--- src/rtl/gadget_manager.sv ---
// Power-up bookkeeping for the 16x16 arena: per-tile hidden/visible gadget state,
// explosion-edge reveal/destroy, and per-player bomb capacity / blast length pickups.
package gadget_pkg;
  localparam logic [2:0] G_EMPTY = 3'd0;
  localparam logic [2:0] G_HCAP  = 3'd1;
  localparam logic [2:0] G_HLEN  = 3'd2;
  localparam logic [2:0] G_VCAP  = 3'd3;
  localparam logic [2:0] G_VLEN  = 3'd4;
endpackage

module gadget_tile
  import gadget_pkg::*;
#(
  parameter logic [2:0] RST_VAL = G_EMPTY
) (
  input  logic       clk,
  input  logic       rst,
  input  logic       exp_rise_i,
  input  logic       take_i,
  output logic [2:0] state_o
);
  logic [2:0] state_q, state_d;

  // A pickup beats a simultaneous blast edge; any other code under a blast becomes empty.
  always_comb begin
    state_d = state_q;
    if (take_i) state_d = G_EMPTY;
    else if (exp_rise_i) begin
      case (state_q)
        G_HCAP:  state_d = G_VCAP;
        G_HLEN:  state_d = G_VLEN;
        default: state_d = G_EMPTY;
      endcase
    end
  end

  always_ff @(posedge clk or posedge rst) begin
    if (rst) state_q <= RST_VAL;
    else     state_q <= state_d;
  end

  assign state_o = state_q;
endmodule

module gadget_manager
  import gadget_pkg::*;
#(
  parameter int INIT_CAP = 1,
  parameter int MAX_CAP  = 7,
  parameter int INIT_LEN = 1,
  parameter int MAX_LEN  = 3
) (
  input  logic         clk,
  input  logic         rst,
  input  logic [7:0]   p1_cor,
  input  logic [7:0]   p2_cor,
  input  logic [255:0] i_explode,
  output logic [2:0]   o_p1_cap,
  output logic [2:0]   o_p2_cap,
  output logic [1:0]   o_p1_len,
  output logic [1:0]   o_p2_len,
  output logic [2:0]   o_gadget_state_grid [0:255],
  output logic         p2_able_to_add_bomb
);
  localparam int NUM_TILES = 256;
  localparam logic [2:0] CAP_MAX = 3'(MAX_CAP);
  localparam logic [1:0] LEN_MAX = 2'(MAX_LEN);

  function automatic logic [2:0] rst_layout(input int t);
    case (t)
      8'h22, 8'h4A, 8'h86, 8'hC3: return G_HCAP;
      8'h25, 8'h68, 8'hA9, 8'hDC: return G_HLEN;
      default:                    return G_EMPTY;
    endcase
  endfunction

  logic [NUM_TILES-1:0] explode_q, exp_rise, take;
  logic [2:0]           grid [0:NUM_TILES-1];
  logic [2:0]           p1_tile, p2_tile;
  logic                 p1_take, p2_take;
  logic [2:0]           p1_cap_q, p1_cap_d, p2_cap_q, p2_cap_d;
  logic [1:0]           p1_len_q, p1_len_d, p2_len_q, p2_len_d;
  logic                 p2_able_q;

  assign exp_rise = i_explode & ~explode_q;
  assign p1_tile  = grid[p1_cor];
  assign p2_tile  = grid[p2_cor];
  // P1 has priority when both stand on the same tile.
  assign p1_take  = (p1_tile == G_VCAP) || (p1_tile == G_VLEN);
  assign p2_take  = (p2_cor != p1_cor) && ((p2_tile == G_VCAP) || (p2_tile == G_VLEN));

  for (genvar g = 0; g < NUM_TILES; g++) begin : g_tile
    assign take[g] = (p1_take && (p1_cor == 8'(g))) || (p2_take && (p2_cor == 8'(g)));
    gadget_tile #(.RST_VAL(rst_layout(g))) u_tile (
      .clk        (clk),
      .rst        (rst),
      .exp_rise_i (exp_rise[g]),
      .take_i     (take[g]),
      .state_o    (grid[g])
    );
  end

  always_comb begin
    p1_cap_d = p1_cap_q;
    p2_cap_d = p2_cap_q;
    p1_len_d = p1_len_q;
    p2_len_d = p2_len_q;
    if (p1_take && p1_tile == G_VCAP && p1_cap_q < CAP_MAX) p1_cap_d = p1_cap_q + 3'd1;
    if (p1_take && p1_tile == G_VLEN && p1_len_q < LEN_MAX) p1_len_d = p1_len_q + 2'd1;
    if (p2_take && p2_tile == G_VCAP && p2_cap_q < CAP_MAX) p2_cap_d = p2_cap_q + 3'd1;
    if (p2_take && p2_tile == G_VLEN && p2_len_q < LEN_MAX) p2_len_d = p2_len_q + 2'd1;
  end

  always_ff @(posedge clk or posedge rst) begin
    if (rst) begin
      explode_q <= '0;
      p1_cap_q  <= 3'(INIT_CAP);
      p2_cap_q  <= 3'(INIT_CAP);
      p1_len_q  <= 2'(INIT_LEN);
      p2_len_q  <= 2'(INIT_LEN);
      p2_able_q <= (INIT_CAP != MAX_CAP);
    end else begin
      explode_q <= i_explode;
      p1_cap_q  <= p1_cap_d;
      p2_cap_q  <= p2_cap_d;
      p1_len_q  <= p1_len_d;
      p2_len_q  <= p2_len_d;
      p2_able_q <= (p2_cap_d != CAP_MAX);
    end
  end

  assign o_p1_cap            = p1_cap_q;
  assign o_p2_cap            = p2_cap_q;
  assign o_p1_len            = p1_len_q;
  assign o_p2_len            = p2_len_q;
  assign p2_able_to_add_bomb = p2_able_q;
  assign o_gadget_state_grid = grid;
endmodule

--- config.mk ---
export PLATFORM = sky130hd
export DESIGN_NAME = gadget_manager
export DESIGN_NICKNAME = d
export VERILOG_FILES = /design/src/rtl/gadget_manager.sv
export SDC_FILE = /design/constraint.sdc
export NUM_CORES = 1
export LEC_CHECK = 0
export CORE_AREA = 2 2 414 416
export DETAILED_ROUTE_END_ITERATION = 16
export DIE_AREA = 0 0 416 418
export GPL_TIMING_DRIVEN = 0
export SYNTH_ARGS = -nofsm -noshare
export SYNTH_HDL_FRONTEND = slang
export SYNTH_HIERARCHICAL = 1
export SYNTH_SLANG_ARGS = --single-unit
--- constraint.sdc ---
create_clock -name clk -period 7.94 [get_ports clk]
set_input_delay 0.794 -clock clk [delete_from_list [all_inputs] [get_ports clk]]
set_output_delay 0.794 -clock clk [all_outputs]
set_load 0.05 [all_outputs]
==> results.py <==
metrics = {
    "synth": {
        "synth_warnings": 6,
        "avgSynthCellArea_um2": 9.34,
        "netlist_area_mm2": 0.0216,
        "synthCells": 2311,
    },
    "global_route": {
        "grt_pass1_vias": 19300,
        "antenna_found_initial": 28,
        "grt_overflow": 0,
        "grt_start_max_net_pins": 20,
        "track_usage_pct": 22.4,
        "grt_pass1_wl_um": 243000,
    },
    "setup_path": {
        "cp-end-kind": "register",
        "crit_chain": "buf_2, buf_4, buf_2, nor2b_1, buf_2, a22oi_1, a21oi_1, nor3b_1, nor3_1, o2111ai_1, nor2_1, mux2i_1, buf_2, buf_2, o32ai_1, and3b_1",
        "slowest_stage": "nor2b_1",
        "worstPathArrival_ns": 7.91,
        "rrSetupSlack_ns": 2.54,
        "cpPeakStageDelay_ns": 1.15,
        "r2r_end": "g_tile[34].u_tile/state_o[0]",
        "r2r_cells": 12,
        "worst_r2r_startpoint": "g_tile[195].u_tile/state_o[2]",
        "crit_family": "buffers and inverters",
        "worstSetupStartpointType": "primary input",
        "path_max_fanout": 12,
        "cp.required_ns": 8.17,
        "cp_num_buf_inv": 6,
        "cpMostUsedCell": "buf_2",
        "crit_type": "in -> reg",
    },
    "floorplan": {
        "std_cell_rows": 151,
        "core_area_mm2": 0.169,
        "die_area_mm2": 0.174,
        "initial_utilization_pct": 12.8,
        "die_x_um": 416,
        "num_io_pins": 1053,
        "chipHeight_um": 418,
    },
    "cts": {
        "htree_levels": 2,
        "insertion_delay_ns": 0.30,
        "post_cts_buffers": 0,
        "hold_buffers": 0,
        "cts_tree": "done",
        "cts.repair.resized": 0,
        "path_clk_slew_ns": 0.07,
        "cts_buffer_depth": 2,
        "root_buffer": "clkbuf_16",
        "cts_buffers": 5,
        "clock-sinks": 43,
    },
    "worst_hold_path": {
        "hold_depth": 1,
        "min_path_type": "reg -> reg",
        "min-delay-start": "o_p2_len[0]",
        "min_to": "o_p2_len[0]",
    },
    "status": {
        "status": "complete, but fails checks",
        "violations": "max-capacitance violations, max-slew violations",
    },
    "power_and_ir_drop": {
        "ir_drop_uv": 79.3,
        "switching_power_mw": 2.11,
        "p_int_mw": 1.19,
        "power_density_mw_per_mm2": 121,
        "power_frac_comb_pct": 84.3,
        "p_leak_nw": 12.0,
        "p_sw_share_pct": 63.9,
        "seqPwrFrac_pct": 8.9,
        "pwr-share-clk_pct": 6.8,
    },
    "run": {
        "drv_cap": 1,
    },
    "routing": {
        "viasPerCell": 3.98,
        "routed-via-count": 20300,
        "drt_iter0_drc": 2185,
        "firstDrtPassIters": 5,
        "routed_wirelength_um": 203000,
        "drc": 0,
        "final_antenna_net_count": 0,
        "avgRoutedWirePerCell_um": 39.7,
    },
    "timing": {
        "finalCriticalPeriod_ns": 7.67,
        "fin_crit_sh_pct": 96.7,
        "worst_pin_slew_ns": 1.52,
        "whs_ns": 0.509,
        "relSlewSlack_pct": -1.50,
        "fin_skew_ns": 0.00777,
        "setup_slack_ns": 0.266,
        "rsz0062_at_grt": "no",
        "fmax_mhz": 130,
        "maxSlewViolCount": 8,
        "setup_viol_count_final": 0,
        "hold_viol": 0,
    },
    "cells_and_area": {
        "syn_to_final_growth_pct": 25.9,
        "drive_gt1_share_pct": 44.3,
        "fin_util_pct": 16.1,
        "final_nets": 3152,
        "n_fill_cell": 19000,
    },
    "placement": {
        "hpwlAfterDp_um": 171000,
        "gp_congestion": 0.878,
        "io_buffers": 49,
        "place_ws_ns": -0.247,
    },
}
## worst register-to-register path: stages, from the launching register on
cell	delay [ns]
dfrtp_1	0.62
mux4_2	0.59
a22o_1	0.21
a221oi_1	0.75
nor3_1	0.13
a311oi_1	0.24
a21oi_1	0.11
a2111oi_4	0.87
mux2i_1	0.36
buf_2	0.22
buf_2	0.12
o32ai_1	0.85
and3b_1	0.28
## metal layers
| metal | track usage, % | routed length (µm) | part of all wire [%] |
|---|---|---|---|
| met5 | 0 | 13 | 0.0064 |
| met4 | 12.0 | 13300 | 6.6 |
| met3 | 9.44 | 22100 | 11 |
| met2 | 38.1 | 96700 | 48 |
| met1 | 23.4 | 70700 | 35 |
## cell usage in the layout (no fill, tap or decap), types with 15 or more instances in the layout
cell type / instances
buf_4: 757
conb_1: 744
mux4_2: 357
a22oi_1: 126
mux2i_1: 98
clkbuf_1: 94
a21oi_1: 75
buf_2: 70
nand2_1: 57
clkdlybuf4s50_1: 49
nor2b_1: 31
dfrtp_1: 30
nand2b_1: 29
nor2_1: 29
clkbuf_2: 26
o21ai_0: 16
nand4bb_1: 16
o22ai_1: 15
nor3_1: 15
## layout make-up
| cell class | instances | area, µm² | share of cell area [%] |
|---|---|---|---|
| Antenna cell | 14 | 35.0 | 0.129 |
| Buffer | 963 | 6630 | 24.4 |
| Clock buffer | 8 | 156 | 0.575 |
| Inverter | 15 | 56.3 | 0.207 |
| Multi-Input combinational cell | 1786 | 15700 | 57.9 |
| Sequential cell | 43 | 1090 | 4.02 |
| Tap cell | 2218 | 2780 | 10.2 |
| Timing Repair Buffer | 60 | 711 | 2.61 |
## power groups by stage
stage | combinational (mW) | sequential, mW | clock, mW
6_report | 2.78 | 0.294 | 0.224
5_1_grt | 2.85 | 0.298 | 0.235
4_1_cts | 2.46 | 0.292 | 0.225
3_5_place_dp | 2.46 | 0.296 | 0
3_3_place_gp | 2.44 | 0.294 | 0
2_1_floorplan | 1.81 | 0.388 | 0
## through the flow
stage	cell area (µm²)	cells	power, mW	TNS [ns]
final	27200	5107	3.30	0
after floorplan	23500	2807	2.20	0
after global placement	26700	5074	2.73	-0.956
after global routing	27200	5094	3.38	0
after detailed placement	27000	5084	2.75	-1.62
after CTS	27100	5092	2.98	0
## flip-flops by register name, summed over array words and instances, names as in the netlist
name and flops:
o_p2_cap 3, explode_q 8, p2_able_to_add_bomb 1, o_p1_len 2, g_tile.u_tile/state_o 24, o_p1_cap 3, o_p2_len 2
## how the worst max path moves through the flow
stage / start / end / slack [ns] / cells past startpoint
after detailed placement: p1_cor[0] / g_tile[104].u_tile/state_o[0] / -0.25 / 16
after global routing: p1_cor[0] / g_tile[104].u_tile/state_o[0] / 0.22 / 16
after floorplan: p1_cor[1] / g_tile[104].u_tile/state_o[0] / 3.72 / 15
after global placement: p1_cor[0] / g_tile[104].u_tile/state_o[0] / -0.20 / 16
final: p1_cor[0] / g_tile[34].u_tile/state_o[0] / 0.27 / 16
after CTS: p1_cor[0] / g_tile[104].u_tile/state_o[0] / 0.03 / 16
Power figures use the tool's default switching activity.
